File: src/rtl/mult_seq_if.sv
// Bundles the multiplier's request, result and shared-adder signals.
// The slave modport is the multiplier. The master modport is its user,
// which also owns the shared 32-bit adder.
interface mult_seq_if;
  logic        start;
  logic        is_signed;
  logic [31:0] src_a;
  logic [31:0] src_b;
  logic        busy;
  logic        done;
  logic [31:0] hi;
  logic [31:0] lo;
  logic [31:0] add_a;
  logic [31:0] add_b;
  logic        add_sub;
  logic [31:0] add_sum;
  logic        add_cout;

  modport slave (
    input  start, is_signed, src_a, src_b, add_sum, add_cout,
    output busy, done, hi, lo, add_a, add_b, add_sub
  );

  modport master (
    output start, is_signed, src_a, src_b, add_sum, add_cout,
    input  busy, done, hi, lo, add_a, add_b, add_sub
  );
endinterface

File: src/rtl/mult_seq.sv
// Sequential 32x32 -> 64 shift-and-add multiplier (MULT/MULTU).
// It borrows one external 32-bit adder. Signed operands are first turned
// into magnitudes, then 32 unsigned add/shift steps run, and the 64-bit
// product is negated at the end if the signs differed.
// The latency is fixed: start is sampled on edge 1, and done is high after edge 37.
module mult_seq (
  input  logic        clk,
  input  logic        rst,
  mult_seq_if.slave   m
);

  typedef enum logic [2:0] {
    S_IDLE, S_ABS_A, S_ABS_B, S_MUL, S_NEG_LO, S_NEG_HI, S_DONE
  } state_t;

  state_t      state, state_nxt;
  logic [31:0] a_q, b_q;       // operands, replaced by their magnitudes
  logic [31:0] p_hi, p_lo;     // running product; p_lo starts as the multiplier
  logic [4:0]  cnt;
  logic        sgn_q;          // signed mode latched with start
  logic        a_sgn;          // original sign of A, kept before A is replaced by |A|
  logic        neg_q;          // product must be negated
  logic        c_q;            // carry out of the low-word negate (low word was zero)
  logic [31:0] hi_q, lo_q;

  // State register
  always_ff @(posedge clk) begin
    if (rst) state <= S_IDLE;
    else     state <= state_nxt;
  end

  // Next-state logic
  always_comb begin
    state_nxt = state;
    case (state)
      S_IDLE:   if (m.start) state_nxt = S_ABS_A;
      S_ABS_A:  state_nxt = S_ABS_B;
      S_ABS_B:  state_nxt = S_MUL;
      S_MUL:    if (cnt == 5'd31) state_nxt = S_NEG_LO;
      S_NEG_LO: state_nxt = S_NEG_HI;
      S_NEG_HI: state_nxt = S_DONE;
      S_DONE:   state_nxt = S_IDLE;
      default:  state_nxt = S_IDLE;
    endcase
  end

  // Outputs: status flags and the adder operand mux
  always_comb begin
    m.busy    = (state != S_IDLE);
    m.done    = (state == S_DONE);
    m.add_a   = 32'd0;
    m.add_b   = 32'd0;
    m.add_sub = 1'b0;
    case (state)
      S_ABS_A:  begin m.add_b = a_q;  m.add_sub = 1'b1; end
      S_ABS_B:  begin m.add_b = b_q;  m.add_sub = 1'b1; end
      S_MUL:    begin
        m.add_a = p_hi;
        m.add_b = p_lo[0] ? a_q : 32'd0;
      end
      S_NEG_LO: begin m.add_b = p_lo; m.add_sub = 1'b1; end
      S_NEG_HI: if (neg_q && c_q) begin m.add_b = p_hi; m.add_sub = 1'b1; end
      default:  ;
    endcase
  end

  // Datapath: operand capture, magnitudes, add/shift steps, final negate
  always_ff @(posedge clk) begin
    if (rst) begin
      a_q <= '0; b_q <= '0; p_hi <= '0; p_lo <= '0; cnt <= '0;
      sgn_q <= 1'b0; a_sgn <= 1'b0; neg_q <= 1'b0; c_q <= 1'b0;
      hi_q <= '0; lo_q <= '0;
    end else begin
      case (state)
        S_IDLE: if (m.start) begin
          a_q   <= m.src_a;
          b_q   <= m.src_b;
          sgn_q <= m.is_signed;
          a_sgn <= m.src_a[31];
          cnt   <= '0;
          p_hi  <= '0;
        end
        S_ABS_A: if (sgn_q && a_q[31]) a_q <= m.add_sum;
        S_ABS_B: begin
          if (sgn_q && b_q[31]) begin
            b_q  <= m.add_sum;
            p_lo <= m.add_sum;
          end else begin
            p_lo <= b_q;
          end
          neg_q <= sgn_q & (a_sgn ^ b_q[31]);
        end
        S_MUL: begin
          // {cout, sum, p_lo} shifted right by one bit; the bit shifted out at the bottom is dropped
          p_hi <= {m.add_cout, m.add_sum[31:1]};
          p_lo <= {m.add_sum[0], p_lo[31:1]};
          cnt  <= cnt + 5'd1;
        end
        S_NEG_LO: if (neg_q) begin
          p_lo <= m.add_sum;
          c_q  <= m.add_cout;
        end
        S_NEG_HI: begin
          // The result registers are loaded on the way into DONE, so hi/lo
          // change only once per operation.
          if (neg_q) begin
            p_hi <= c_q ? m.add_sum : ~p_hi;
            hi_q <= c_q ? m.add_sum : ~p_hi;
          end else begin
            hi_q <= p_hi;
          end
          lo_q <= p_lo;
        end
        default: ;
      endcase
    end
  end

  assign m.hi = hi_q;
  assign m.lo = lo_q;

endmodule

File: src/flat_wrapper.sv
// flat-port wrapper written by rule: the top's interface ports become plain ports
module mult_seq_flat 
  (clk, rst, m_start, m_is_signed, m_src_a, m_src_b, m_add_sum, m_add_cout, m_busy, m_done, m_hi, m_lo, m_add_a, m_add_b, m_add_sub);
  mult_seq_if m_i ();
  input  logic clk;
  input  logic rst;
  input wire logic [$bits(m_i.start)-1:0] m_start;
  input wire logic [$bits(m_i.is_signed)-1:0] m_is_signed;
  input wire logic [$bits(m_i.src_a)-1:0] m_src_a;
  input wire logic [$bits(m_i.src_b)-1:0] m_src_b;
  input wire logic [$bits(m_i.add_sum)-1:0] m_add_sum;
  input wire logic [$bits(m_i.add_cout)-1:0] m_add_cout;
  output wire logic [$bits(m_i.busy)-1:0] m_busy;
  output wire logic [$bits(m_i.done)-1:0] m_done;
  output wire logic [$bits(m_i.hi)-1:0] m_hi;
  output wire logic [$bits(m_i.lo)-1:0] m_lo;
  output wire logic [$bits(m_i.add_a)-1:0] m_add_a;
  output wire logic [$bits(m_i.add_b)-1:0] m_add_b;
  output wire logic [$bits(m_i.add_sub)-1:0] m_add_sub;
  assign m_i.start = m_start;
  assign m_i.is_signed = m_is_signed;
  assign m_i.src_a = m_src_a;
  assign m_i.src_b = m_src_b;
  assign m_i.add_sum = m_add_sum;
  assign m_i.add_cout = m_add_cout;
  assign m_busy = m_i.busy;
  assign m_done = m_i.done;
  assign m_hi = m_i.hi;
  assign m_lo = m_i.lo;
  assign m_add_a = m_i.add_a;
  assign m_add_b = m_i.add_b;
  assign m_add_sub = m_i.add_sub;
  mult_seq u_core (.clk(clk), .rst(rst), .m(m_i));
endmodule
File: config.mk
export PLATFORM = sky130hd
export DESIGN_NAME = mult_seq_flat
export DESIGN_NICKNAME = d
export VERILOG_FILES = /design/src/rtl/mult_seq_if.sv /design/src/rtl/mult_seq.sv /design/src/flat_wrapper.sv
export SDC_FILE = /design/constraint.sdc
export NUM_CORES = 1
export LEC_CHECK = 0
export ABC_CLOCK_PERIOD_IN_PS = 2200
export CELL_PAD_IN_SITES_DETAIL_PLACEMENT = 1
export CELL_PAD_IN_SITES_GLOBAL_PLACEMENT = 1
export CORE_MARGIN = 1
export CORE_UTILIZATION = 39
export DETAILED_ROUTE_END_ITERATION = 10
export PLACE_DENSITY_LB_ADDON = 0.05
export SLEW_MARGIN = 20
export SYNTH_ARGS = -nofsm -noshare
export SYNTH_HDL_FRONTEND = slang
export SYNTH_SLANG_ARGS = --single-unit
File: constraint.sdc
create_clock -name clk -period 2.2 [get_ports clk]
set_input_delay 0.22 -clock clk [delete_from_list [all_inputs] [get_ports clk]]
set_output_delay 0.22 -clock clk [all_outputs]
set_load 0.02 [all_outputs]
==> run summary <==
The flow ran to the end, but the final reports show violations. The final reports fail on negative setup slack. The final layout contains 1,784 nets. The share of the clock period used by the worst path after layout came out at 102%. The critical path start-end classification is register to output pin. The switching fraction of total power came out at between 30% and 40%. The storage element area came out at 4100 um^2. The library cell used as clock root buffer is sky130_fd_sc_hd__clkbuf_16. By area the synthesized netlist is led by sky130_fd_sc_hd__dfxtp_1 (33%), sky130_fd_sc_hd__a21oi_1 (8.1%), sky130_fd_sc_hd__nand3b_1 (7.9%). The largest total area in the synthesized netlist belongs to sky130_fd_sc_hd__dfxtp_1.

Entering global routing, the biggest net connects a little under 100 pins. The floorplan die area is 32,400 um^2. The clock network accounts for 39.8% of the total power. The wire length of the first global-routing pass came out at a little under 80,000 um. The max-capacitance violation count is 0. TritonCTS built the clock tree. The top-level port count came out at 232. The final route contains 13,200 vias. STA classifies the critical path endpoint as an output pin. The worst-case vdd ir drop came out at 0.574 mV. The share of the Yosys chip area taken by registers is 33.1%. The first-pass detailed-route iteration total is 6. The final-layout setup total negative slack came out at -0.260 ns.

The share of total power in sequential cells came out at 38.6%. The distinct cell type count after synthesis came out at 58. The number of hold violations in the final report came out at 0.

At the placement stage, the worst setup path has a slack of between 0.02 and 0.025 ns. The count of final max-slew check failures is 0. The end-of-flow core utilization came out at a little over half. The synthesis-to-finish area growth is 30.9%. The global router's overall resource usage came out at between 30 and 40%. The relative contribution of combinational cells to total power is a little over a fifth. The remaining number of nets flagged by the antenna check after routing is 0. STA classifies the critical path startpoint as a register. The number of placement rows came out at 64.

For the pin with the worst max-slew slack, the measured transition is 0.913 ns. The number of synthesized register bits came out at 204. The number of enable-type register cells in the synthesized netlist is 0. The detailed router's first-iteration violation count came out at 1,224. The number of clock buffers added by TritonCTS is 26. The power density over the cells came out at 683 nW/um^2. The initial antenna violation count is 4. The worst endpoint data arrival time is 2.02 ns. The count of filler cells inserted in the layout is between 3,000 and 4,000.

The commonest register cell after synthesis is sky130_fd_sc_hd__dfxtp_1. The total power of the final layout came out at 11.0 mW. The setup slack of the critical path after layout is -0.0401 ns.

The net count after synthesis is 1,629. The final weighted congestion in routability-driven placement is approximately 0.9. CTS built an H-tree with a depth of 1. The min-delay analysis places its worst path in the category input pin to register. The number of non-filler instances in the completed layout is approximately 2,100.

The area of the multi-input gates came out at 7330 um^2. After technology mapping, the gate count stands at 1,526. The cell total after placement is 2,036. In the synthesized netlist, the cells that appear most often are sky130_fd_sc_hd__dfxtp_1 (204), sky130_fd_sc_hd__a21oi_1 (199), sky130_fd_sc_hd__nand3b_1 (130), sky130_fd_sc_hd__nand2_1 (108), sky130_fd_sc_hd__nor2_1 (99). The final number of setup-violating endpoints is 18.

The tightest hold margin is approximately 0.23 ns. The highest clock rate came out at 446 MHz. The post-DP HPWL came out at approximately 34,000 um.

In this run the cell area measured after placement is 15,000 um^2. The post-detailed-routing wire length is between 50,000 and 60,000 um. The starting density of the core came out at 40.0%. The portion of synthesized cell area occupied by the leading cell type came out at 33.1%.

The headroom to the max-slew limit came out at 39.1%. The source-to-sink clock delay at the later pin of the worst-skew pair came out at approximately 0.55 ns. The floorplan die height came out at 180 um. The internal power of the cells came out at 7.63 mW. Buffers placed on the I/O ports in this run total 231. The shortest clock period the worst path allows after layout is 2.24 ns.

The clock-pin transition on the worst setup and hold timing paths is ~0.060 ns. After synthesis the cells add up to 12,400 um^2. The Yosys step of the flow raised 0 warnings. The buffer depth of the longest clock path came out at 3. In the synthesized netlist the async set-or-reset flop fraction comes to 0%. The largest driver fanout on the critical path is 13. Setup repair after global routing could not meet its margin everywhere.

In the post-synthesis netlist, the cell with the most instances is sky130_fd_sc_hd__dfxtp_1. The via density per instance is roughly 6.3. Summed over all nets, the switching power comes to 3.42 mW.

The final instance area came out at approximately 16,000 um^2. Global routing finished with a remaining overflow of 0. The leakage power figure came out at 5.62 nW. Dividing the detail-routed wire length by the instance count gives 24.7 um.

The maximum clock skew at final layout came out at between 0.03 and 0.04 ns. Of the cells placed in the final design, the portion with a size suffix greater than 1 is 17.7%. The floorplan die width came out at approximately 180 um. The placeable core region is 30,900 um^2.

The mean area per synthesized cell came out at 8.10 um^2. The detailed-route DRC error count is 0. The TritonCTS sink count is 204. Data on the critical path is required at its endpoint by about 2 ns.

The via count of the first global-routing pass is 12,700.
## kinds of logic after synthesis
family / Yosys count / synth area share, %
flops: 204 / 33.1
simple gates: 564 / 25.6
xor+xnor: 3 / 0.213
fa+ha+maj: 2 / 0.203
compound gates: 525 / 32.2
mux: 2 / 0.172
buf+inv: 226 / 8.60
## per-layer routing
| layer | up-vias | share of wire, % | global-route usage [%] |
|---|---|---|---|
| met5 | - | 0 | 0 |
| met4 | 0 | 2.1 | 7.45 |
| met3 | 63 | 7.7 | 4.34 |
| met2 | 516 | 44 | 46.1 |
| met1 | 6531 | 47 | 45.9 |
| li1 | 6077 | - | - |
## cells in the final DEF, fill, tap and decap left out, types with 35 or more instances in the layout
cell and n:
sky130_fd_sc_hd__a211oi_1 67, sky130_fd_sc_hd__a21oi_1 180, sky130_fd_sc_hd__buf_2 35, sky130_fd_sc_hd__buf_4 66, sky130_fd_sc_hd__clkdlybuf4s50_1 163, sky130_fd_sc_hd__dfxtp_1 199, sky130_fd_sc_hd__nand2_1 108, sky130_fd_sc_hd__nand3b_1 130
sky130_fd_sc_hd__nor2_1 98, sky130_fd_sc_hd__nor3_1 64, sky130_fd_sc_hd__nor4_1 63
## worst paths after layout
check	start	end	slack [ns]	depth (start not counted)
hold reg to reg	u_core.m.lo[8]	u_core.m.lo[8]	0.45	2
setup / recovery	u_core.state[1]	m_add_b[11]	-0.04	5
hold / removal	m_is_signed	u_core.sgn_q	0.23	3
setup reg to reg	u_core.state[1]	u_core.p_hi[2]	0.03	8
## sequential cells by signal, indices dropped and copies added (netlist names)
name and flops:
u_core.a_q 32, u_core.a_sgn 1, u_core.b_q 32, u_core.c_q 1, u_core.cnt 5, u_core.m.hi 32
u_core.m.lo 32, u_core.neg_q 1, u_core.p_hi 32, u_core.p_lo 32, u_core.sgn_q 1, u_core.state 3
## power by group through the flow
stage	Clock (mW)	Combinational [mW]	Sequential, mW
2_1_floorplan	0	1.45	4.19
3_5_place_dp	0	2.24	4.32
6_report	4.39	2.39	4.26
5_1_grt	4.61	2.56	4.28
4_1_cts	4.45	2.29	4.24
3_3_place_gp	0	2.19	4.32
## final cells by class
class                           count  share of cell area (%)
Clock buffer                       37                    4.71
Tap cell                          396                    3.06
Timing Repair Buffer              321                    20.0
Antenna cell                        3                  0.0464
Sequential cell                   204                    25.3
Multi-Input combinational cell   1096                    45.3
Inverter                           32                   0.743
Clock inverter                     10                   0.704
## critical path, stage by stage (launching register included)
cell                      delay, ns
sky130_fd_sc_hd__dfxtp_4       0.39
sky130_fd_sc_hd__and4b_2       0.24
sky130_fd_sc_hd__and2_4        0.17
sky130_fd_sc_hd__buf_12        0.15
sky130_fd_sc_hd__a221o_1       0.32
sky130_fd_sc_hd__buf_2         0.17
## timing repair
item / CTS / global route
buffers inserted: 3 / 6
hold buffers: 0 / 0
endpoints found under the setup margin: 67 / 42
pin swaps: 3 / 5
resized for setup: 307 / 49
cloned: 4 / 2
Power figures use the tool's default switching activity.
